File: config.mk
export PLATFORM = sky130hd
export DESIGN_NAME = multicycle_ctrl
export DESIGN_NICKNAME = d
export VERILOG_FILES = /design/src/rtl/risc_pkg.sv /design/src/rtl/mc_ack_timer.sv /design/src/rtl/multicycle_ctrl.sv
export SDC_FILE = /design/constraint.sdc
export NUM_CORES = 1
export LEC_CHECK = 0
export BUFFER_PORTS_ARGS = -buffer_cell sky130_fd_sc_hd__buf_2
export CORE_MARGIN = 3
export CORE_UTILIZATION = 46
export DETAILED_ROUTE_END_ITERATION = 8
export GPL_TIMING_DRIVEN = 0
export PLACE_DENSITY_LB_ADDON = 0.1
export RECOVER_POWER = 50
export REMOVE_ABC_BUFFERS = 1
export SLEW_MARGIN = 20
export SYNTH_ARGS = -nofsm -noshare
export SYNTH_HDL_FRONTEND = slang
export SYNTH_SLANG_ARGS = --single-unit
File: constraint.sdc
create_clock -name clk -period 1.6 [get_ports clk]
set_clock_uncertainty 0.1 [all_clocks]
set_input_delay 0.32 -clock clk [delete_from_list [all_inputs] [get_ports clk]]
set_output_delay 0.32 -clock clk [all_outputs]
set_load 0.02 [all_outputs]
File: src/rtl/risc_pkg.sv
// Shared encodings for the multicycle controller: state codes, datapath
// select codes and the opcode map, plus the DECODE dispatch function.
package risc_pkg;

    typedef enum logic [3:0] {
        ST_IDLE     = 4'd0,
        ST_FETCH    = 4'd1,
        ST_DECODE   = 4'd2,
        ST_EXEC_R   = 4'd3,
        ST_WB_R     = 4'd4,
        ST_MEM_ADDR = 4'd5,
        ST_MEM_RD   = 4'd6,
        ST_WB_LD    = 4'd7,
        ST_MEM_WR   = 4'd8,
        ST_BRANCH   = 4'd9,
        ST_JUMP     = 4'd10,
        ST_HALTED   = 4'd11,
        ST_ERROR    = 4'd12
    } state_t;

    localparam logic [1:0] ALU_ADD   = 2'b00;
    localparam logic [1:0] ALU_SUB   = 2'b01;
    localparam logic [1:0] ALU_RTYPE = 2'b10;

    localparam logic [1:0] SRCB_REGB = 2'b00;
    localparam logic [1:0] SRCB_TWO  = 2'b01;
    localparam logic [1:0] SRCB_IMM  = 2'b10;

    localparam logic [1:0] PCSRC_ALU    = 2'b00;
    localparam logic [1:0] PCSRC_ALUOUT = 2'b01;
    localparam logic [1:0] PCSRC_JUMP   = 2'b10;

    localparam logic [3:0] OP_LD       = 4'b0000;
    localparam logic [3:0] OP_ST       = 4'b0001;
    localparam logic [3:0] OP_RTYPE_LO = 4'b0010;
    localparam logic [3:0] OP_RTYPE_HI = 4'b1001;
    localparam logic [3:0] OP_BEQ      = 4'b1011;
    localparam logic [3:0] OP_BNE      = 4'b1100;
    localparam logic [3:0] OP_JMP      = 4'b1101;
    localparam logic [3:0] OP_HALT     = 4'b1111;

    // Reserved opcodes (1010, 1110) fall through to ERROR.
    function automatic state_t decode_next(input logic [3:0] op);
        case (op)
            OP_LD, OP_ST:   decode_next = ST_MEM_ADDR;
            OP_BEQ, OP_BNE: decode_next = ST_BRANCH;
            OP_JMP:         decode_next = ST_JUMP;
            OP_HALT:        decode_next = ST_HALTED;
            default:        decode_next = (op >= OP_RTYPE_LO && op <= OP_RTYPE_HI)
                                          ? ST_EXEC_R : ST_ERROR;
        endcase
    endfunction

endpackage

File: src/rtl/mc_ack_timer.sv
// Memory-acknowledge wait counter; expired flags the last cycle a pending
// request may still be acknowledged before the controller gives up.
module mc_ack_timer #(
    parameter int ACK_TIMEOUT = 16
) (
    input  logic clk,
    input  logic rst,
    input  logic clear,
    input  logic count_en,
    output logic expired
);

    localparam logic [7:0] LIMIT = 8'(ACK_TIMEOUT - 1);

    logic [7:0] count;

    always_ff @(posedge clk or posedge rst) begin
        if (rst) begin
            count <= 8'd0;
        end else if (clear) begin
            count <= 8'd0;
        end else if (count_en) begin
            count <= count + 8'd1;
        end
    end

    assign expired = (count == LIMIT);

endmodule

File: src/rtl/multicycle_ctrl.sv
// Multicycle RISC control unit: registered state, outputs decoded from the
// current state (ir_write/pc_write in FETCH and pc_write in BRANCH are gated).
module multicycle_ctrl
    import risc_pkg::*;
#(
    parameter int ACK_TIMEOUT = 16
) (
    input  logic       clk,
    input  logic       rst,
    input  logic [3:0] opcode,
    input  logic       zero,
    input  logic       mem_ack,
    output logic [1:0] alu_op,
    output logic       alu_src_a,
    output logic [1:0] alu_src_b,
    output logic       pc_write,
    output logic [1:0] pc_src,
    output logic       ir_write,
    output logic       mem_req,
    output logic       mem_we,
    output logic       iord,
    output logic       reg_write,
    output logic       mem_to_reg,
    output logic       halted,
    output logic       err,
    output logic [3:0] state
);

    state_t cur;
    logic   in_wait;
    logic   expired;

    // The counter is held at zero outside the wait states, so it always
    // starts from zero on entry; an ack also zeroes it as the state is left.
    assign in_wait = (cur == ST_FETCH) || (cur == ST_MEM_RD) || (cur == ST_MEM_WR);

    mc_ack_timer #(.ACK_TIMEOUT(ACK_TIMEOUT)) u_timer (
        .clk      (clk),
        .rst      (rst),
        .clear    (~in_wait | mem_ack),
        .count_en (in_wait & ~mem_ack),
        .expired  (expired)
    );

    always_ff @(posedge clk or posedge rst) begin
        if (rst) begin
            cur <= ST_IDLE;
        end else begin
            case (cur)
                ST_IDLE:     cur <= ST_FETCH;
                ST_FETCH:    if (mem_ack) cur <= ST_DECODE;
                             else if (expired) cur <= ST_ERROR;
                ST_DECODE:   cur <= decode_next(opcode);
                ST_EXEC_R:   cur <= ST_WB_R;
                ST_WB_R:     cur <= ST_FETCH;
                ST_MEM_ADDR: cur <= (opcode == OP_ST) ? ST_MEM_WR : ST_MEM_RD;
                ST_MEM_RD:   if (mem_ack) cur <= ST_WB_LD;
                             else if (expired) cur <= ST_ERROR;
                ST_WB_LD:    cur <= ST_FETCH;
                ST_MEM_WR:   if (mem_ack) cur <= ST_FETCH;
                             else if (expired) cur <= ST_ERROR;
                ST_BRANCH:   cur <= ST_FETCH;
                ST_JUMP:     cur <= ST_FETCH;
                ST_HALTED:   cur <= ST_HALTED;
                ST_ERROR:    cur <= ST_ERROR;
                default:     cur <= ST_ERROR;
            endcase
        end
    end

    always_comb begin
        alu_op     = ALU_ADD;
        alu_src_a  = 1'b0;
        alu_src_b  = SRCB_REGB;
        pc_write   = 1'b0;
        pc_src     = PCSRC_ALU;
        ir_write   = 1'b0;
        mem_req    = 1'b0;
        mem_we     = 1'b0;
        iord       = 1'b0;
        reg_write  = 1'b0;
        mem_to_reg = 1'b0;
        halted     = 1'b0;
        err        = 1'b0;
        case (cur)
            ST_FETCH: begin
                mem_req   = 1'b1;
                alu_src_b = SRCB_TWO;
                ir_write  = mem_ack;
                pc_write  = mem_ack;
            end
            ST_DECODE:   alu_src_b = SRCB_IMM;
            ST_EXEC_R: begin
                alu_src_a = 1'b1;
                alu_op    = ALU_RTYPE;
            end
            ST_WB_R:     reg_write = 1'b1;
            ST_MEM_ADDR: begin
                alu_src_a = 1'b1;
                alu_src_b = SRCB_IMM;
            end
            ST_MEM_RD: begin
                mem_req = 1'b1;
                iord    = 1'b1;
            end
            ST_WB_LD: begin
                reg_write  = 1'b1;
                mem_to_reg = 1'b1;
            end
            ST_MEM_WR: begin
                mem_req = 1'b1;
                mem_we  = 1'b1;
                iord    = 1'b1;
            end
            ST_BRANCH: begin
                alu_src_a = 1'b1;
                alu_op    = ALU_SUB;
                pc_src    = PCSRC_ALUOUT;
                pc_write  = ((opcode == OP_BEQ) & zero) | ((opcode == OP_BNE) & ~zero);
            end
            ST_JUMP: begin
                pc_write = 1'b1;
                pc_src   = PCSRC_JUMP;
            end
            ST_HALTED:   halted = 1'b1;
            ST_ERROR:    err = 1'b1;
            default:     ;
        endcase
    end

    assign state = cur;

endmodule

==> results.sh <==
export IMPL_fin_ws_ns=-0.496
export IMPL_dp_hpwl_um=1630
export IMPL_synthTopCellsByArea="dfrtp_1 30%, nor2_1 7.1%, nand2b_1 3.8%, xnor2_1 3.5%, buf_6 3.4%"
export IMPL_yosysSeqAreaShare_pct=30.0
export IMPL_cts_tree="built"
export IMPL_worst_pin_slew_ns=0.469
export IMPL_first_pass_iters=4
export IMPL_grt_max_degree=13
export IMPL_viasPerCell=6.48
export IMPL_htree_levels=1
export IMPL_relSlewSlack_pct=68.7
export IMPL_critPathLaunchType="flip-flop"
export IMPL_period_needed_ns=2.10
export IMPL_criticalPathCategory="flip-flop to primary output"
export IMPL_area_growth_pct=81.3
export IMPL_antenna_found_initial=0
export IMPL_pwr_density_cell_nw_per_um2=1870
export IMPL_p_int_w=0.00180
export IMPL_routedWlPerCell_um=22.1
export IMPL_fin_setup_tns_ns=-8.75
export IMPL_fin_crit_sh_pct=131
export IMPL_rsz0062_at_grt="yes"
export IMPL_drcViolationCount=0
export IMPL_outcome="complete, but fails checks"
export IMPL_switching_share_pct=46.9
export IMPL_ys_warn_count=0
export IMPL_min_from="mem_ack"
export IMPL_seqPwrFrac_pct=16.6
export IMPL_fp_dieH_um=52.6
export IMPL_synth_seq_cells=12
export IMPL_failed_checks="setup timing"
export IMPL_holdWs_ns=0.343
export IMPL_clock_sinks=12
export IMPL_vias=1315
export IMPL_final_cells=203
export IMPL_io_pins=28
export IMPL_grt_overflow=0
export IMPL_final_common_cell="buf_6"
export IMPL_antenna_left=0
export IMPL_setup_viol=32
export IMPL_ys_types=47
export IMPL_clockRootBuffer="clkbuf_4"
export IMPL_path_clk_slew_ns=0.08
export IMPL_grt_pass1_wl_um=4850
export IMPL_initial_core_util_pct=50.0
export IMPL_clkPwrFrac_pct=5.7
export IMPL_core_rowCount=16
export IMPL_drt_initial_drc_count=60
export IMPL_gp_congestion=0.738
export IMPL_p_sw_w=0.00159
export IMPL_dieArea_um2=2770
export IMPL_insertion_delay_ns=0.28
export IMPL_leakagePower_nw=0.784
export IMPL_critPathMaxFanout=7
export IMPL_synth_top_area_share_pct=30.0
export IMPL_hold_class="primary input to flip-flop"
export IMPL_routed_wl_um=4480
export IMPL_hold_path_depth=3
export IMPL_crit_start="state[1]"
export IMPL_finalHoldViolations=0
export IMPL_grt_pass1_vias=1035
export IMPL_drive_above_1_share_pct=57.4
export IMPL_die_x_um=52.6
export IMPL_max_cap_violations=0
export IMPL_mappedNetlistArea_um2=1000
export IMPL_place_inst=166
export IMPL_r2r_start="state[2]"
export IMPL_clk_path_buf_depth=2
export IMPL_cp_arrival_ns=1.68
export IMPL_cts_buffers=3
export IMPL_n_antenna_cell=0
export IMPL_end_kind="primary output"
export IMPL_core_area_um2=2000
export IMPL_reg2regPathDepth=8
export IMPL_layout_common_cells="24 x buf_6, 21 x buf_4, 16 x nor2_1, 9 x buf_2, 7 x dfrtp_1"
export IMPL_grt_usage_pct=23.9
export IMPL_port_buffers=27
export IMPL_syn_area_per_cell_um2=8.20
export IMPL_cp_required_ns=1.18
export IMPL_power_frac_comb_pct=77.7
export IMPL_timing_fmax_ghz=0.477
export IMPL_place_ws_ns=-0.434
export IMPL_syn_instance_count=122
export IMPL_nets=187
export IMPL_irDropWorstVdd_mv=1.70
export IMPL_slew_viol_final=0
export IMPL_synth_top_area_cell="dfrtp_1"
export IMPL_power_w=0.00339
## final cells by class
class	count	area (um2)
tap	27	33.8
timing repair buffer	61	573
fill	79	188
inverter	5	18.8
multi-input combinational	95	850
sequential	12	317
clock buffer	3	22.5
## worst paths after layout
| check | end | slack [ns] |
|---|---|---|
| setup / recovery | mem_req | -0.50 |
| hold / removal | state[2] | 0.34 |
| setup reg to reg | state[3] | -0.29 |
| hold reg to reg | u_timer.count[0] | 0.50 |
| max in group asynchronous | state[2] | 0.55 |
| min in group asynchronous | state[0] | 0.47 |
## per-stage QoR
step                area [um2]  utilization (%)
floorplan                  935                -
global placement          1100             55.1
detailed placement        1100             55.1
CTS                       1480             73.9
global route              1810             90.6
finish                    1810             90.6
## cell families after synthesis
logic type	Yosys count	synth area share [%]
muxes	1	1.12
xor gates and xnor gates	7	6.13
DFF	12	30.0
adders and majority gates	1	1.25
AOI/OAI and AO/OA	26	18.5
buffers and inverters	15	8.50
and+or+nand+nor	60	34.5
## power by group through the flow
| stage | Combinational (W) | Clock [W] | Sequential, W |
|---|---|---|---|
| 3_5_place_dp | 0.00103 | 0 | 0.000627 |
| 5_1_grt | 0.00276 | 0.000204 | 0.000565 |
| 2_1_floorplan | 0.000693 | 0 | 0.000617 |
| 6_report | 0.00263 | 0.000194 | 0.000561 |
| 4_1_cts | 0.00183 | 0.000189 | 0.000522 |
| 3_3_place_gp | 0.00100 | 0 | 0.000623 |
## per-layer routing
layer / vias to the layer above / wire, um / global-route usage (%)
li1: 553 / - / -
met1: 619 / 1650 / 30.6
met2: 111 / 2150 / 38.6
met3: 32 / 376 / 6.27
met4: 0 / 301 / 7.66
met5: - / 0 / 0
## Yosys cell counts (all sizes together)
library cell and count:
nor2 19, dfrtp 12, buf 7, nand2 7, o21ai 7, a21oi 6
nand2b 6, inv 5, nor4b 5, nor3 4, xnor2 4, clkbuf 3
nand3 3, xor2 3, nand3b 2, nor2b 2, nor3b 2, or2 2
or4b 2, a2111oi 1, a211o 1, a211oi 1, a221oi 1, a222oi 1
a31oi 1, and2 1, and3 1, ha 1, mux2 1, nand4b 1
nor4 1, nor4bb 1, o211a 1, o21a 1, o221ai 1, o22a 1
o22ai 1, o32ai 1, o41ai 1, or3 1
## sequential cells by signal, indices dropped and copies added, names as in the netlist
| signal | count |
|---|---|
| u_timer.count | 8 |
| state | 4 |
## critical path: stages, from the launching register on
cell and delay (ns):
dfrtp_4 0.55, buf_6 0.15, nor4b_4 0.34, nor3_2 0.09
inv_1 0.12, buf_6 0.13
## what timing repair did
item	4_1_cts	5_1_grt
setup endpoints to repair	32	30
hold buffers	1	0
setup buffers	18	15
pin swaps	8	12
gates resized for setup	56	53
hold endpoints to repair	12	0
cloned	0	1
(Power assumes the default switching activity.)
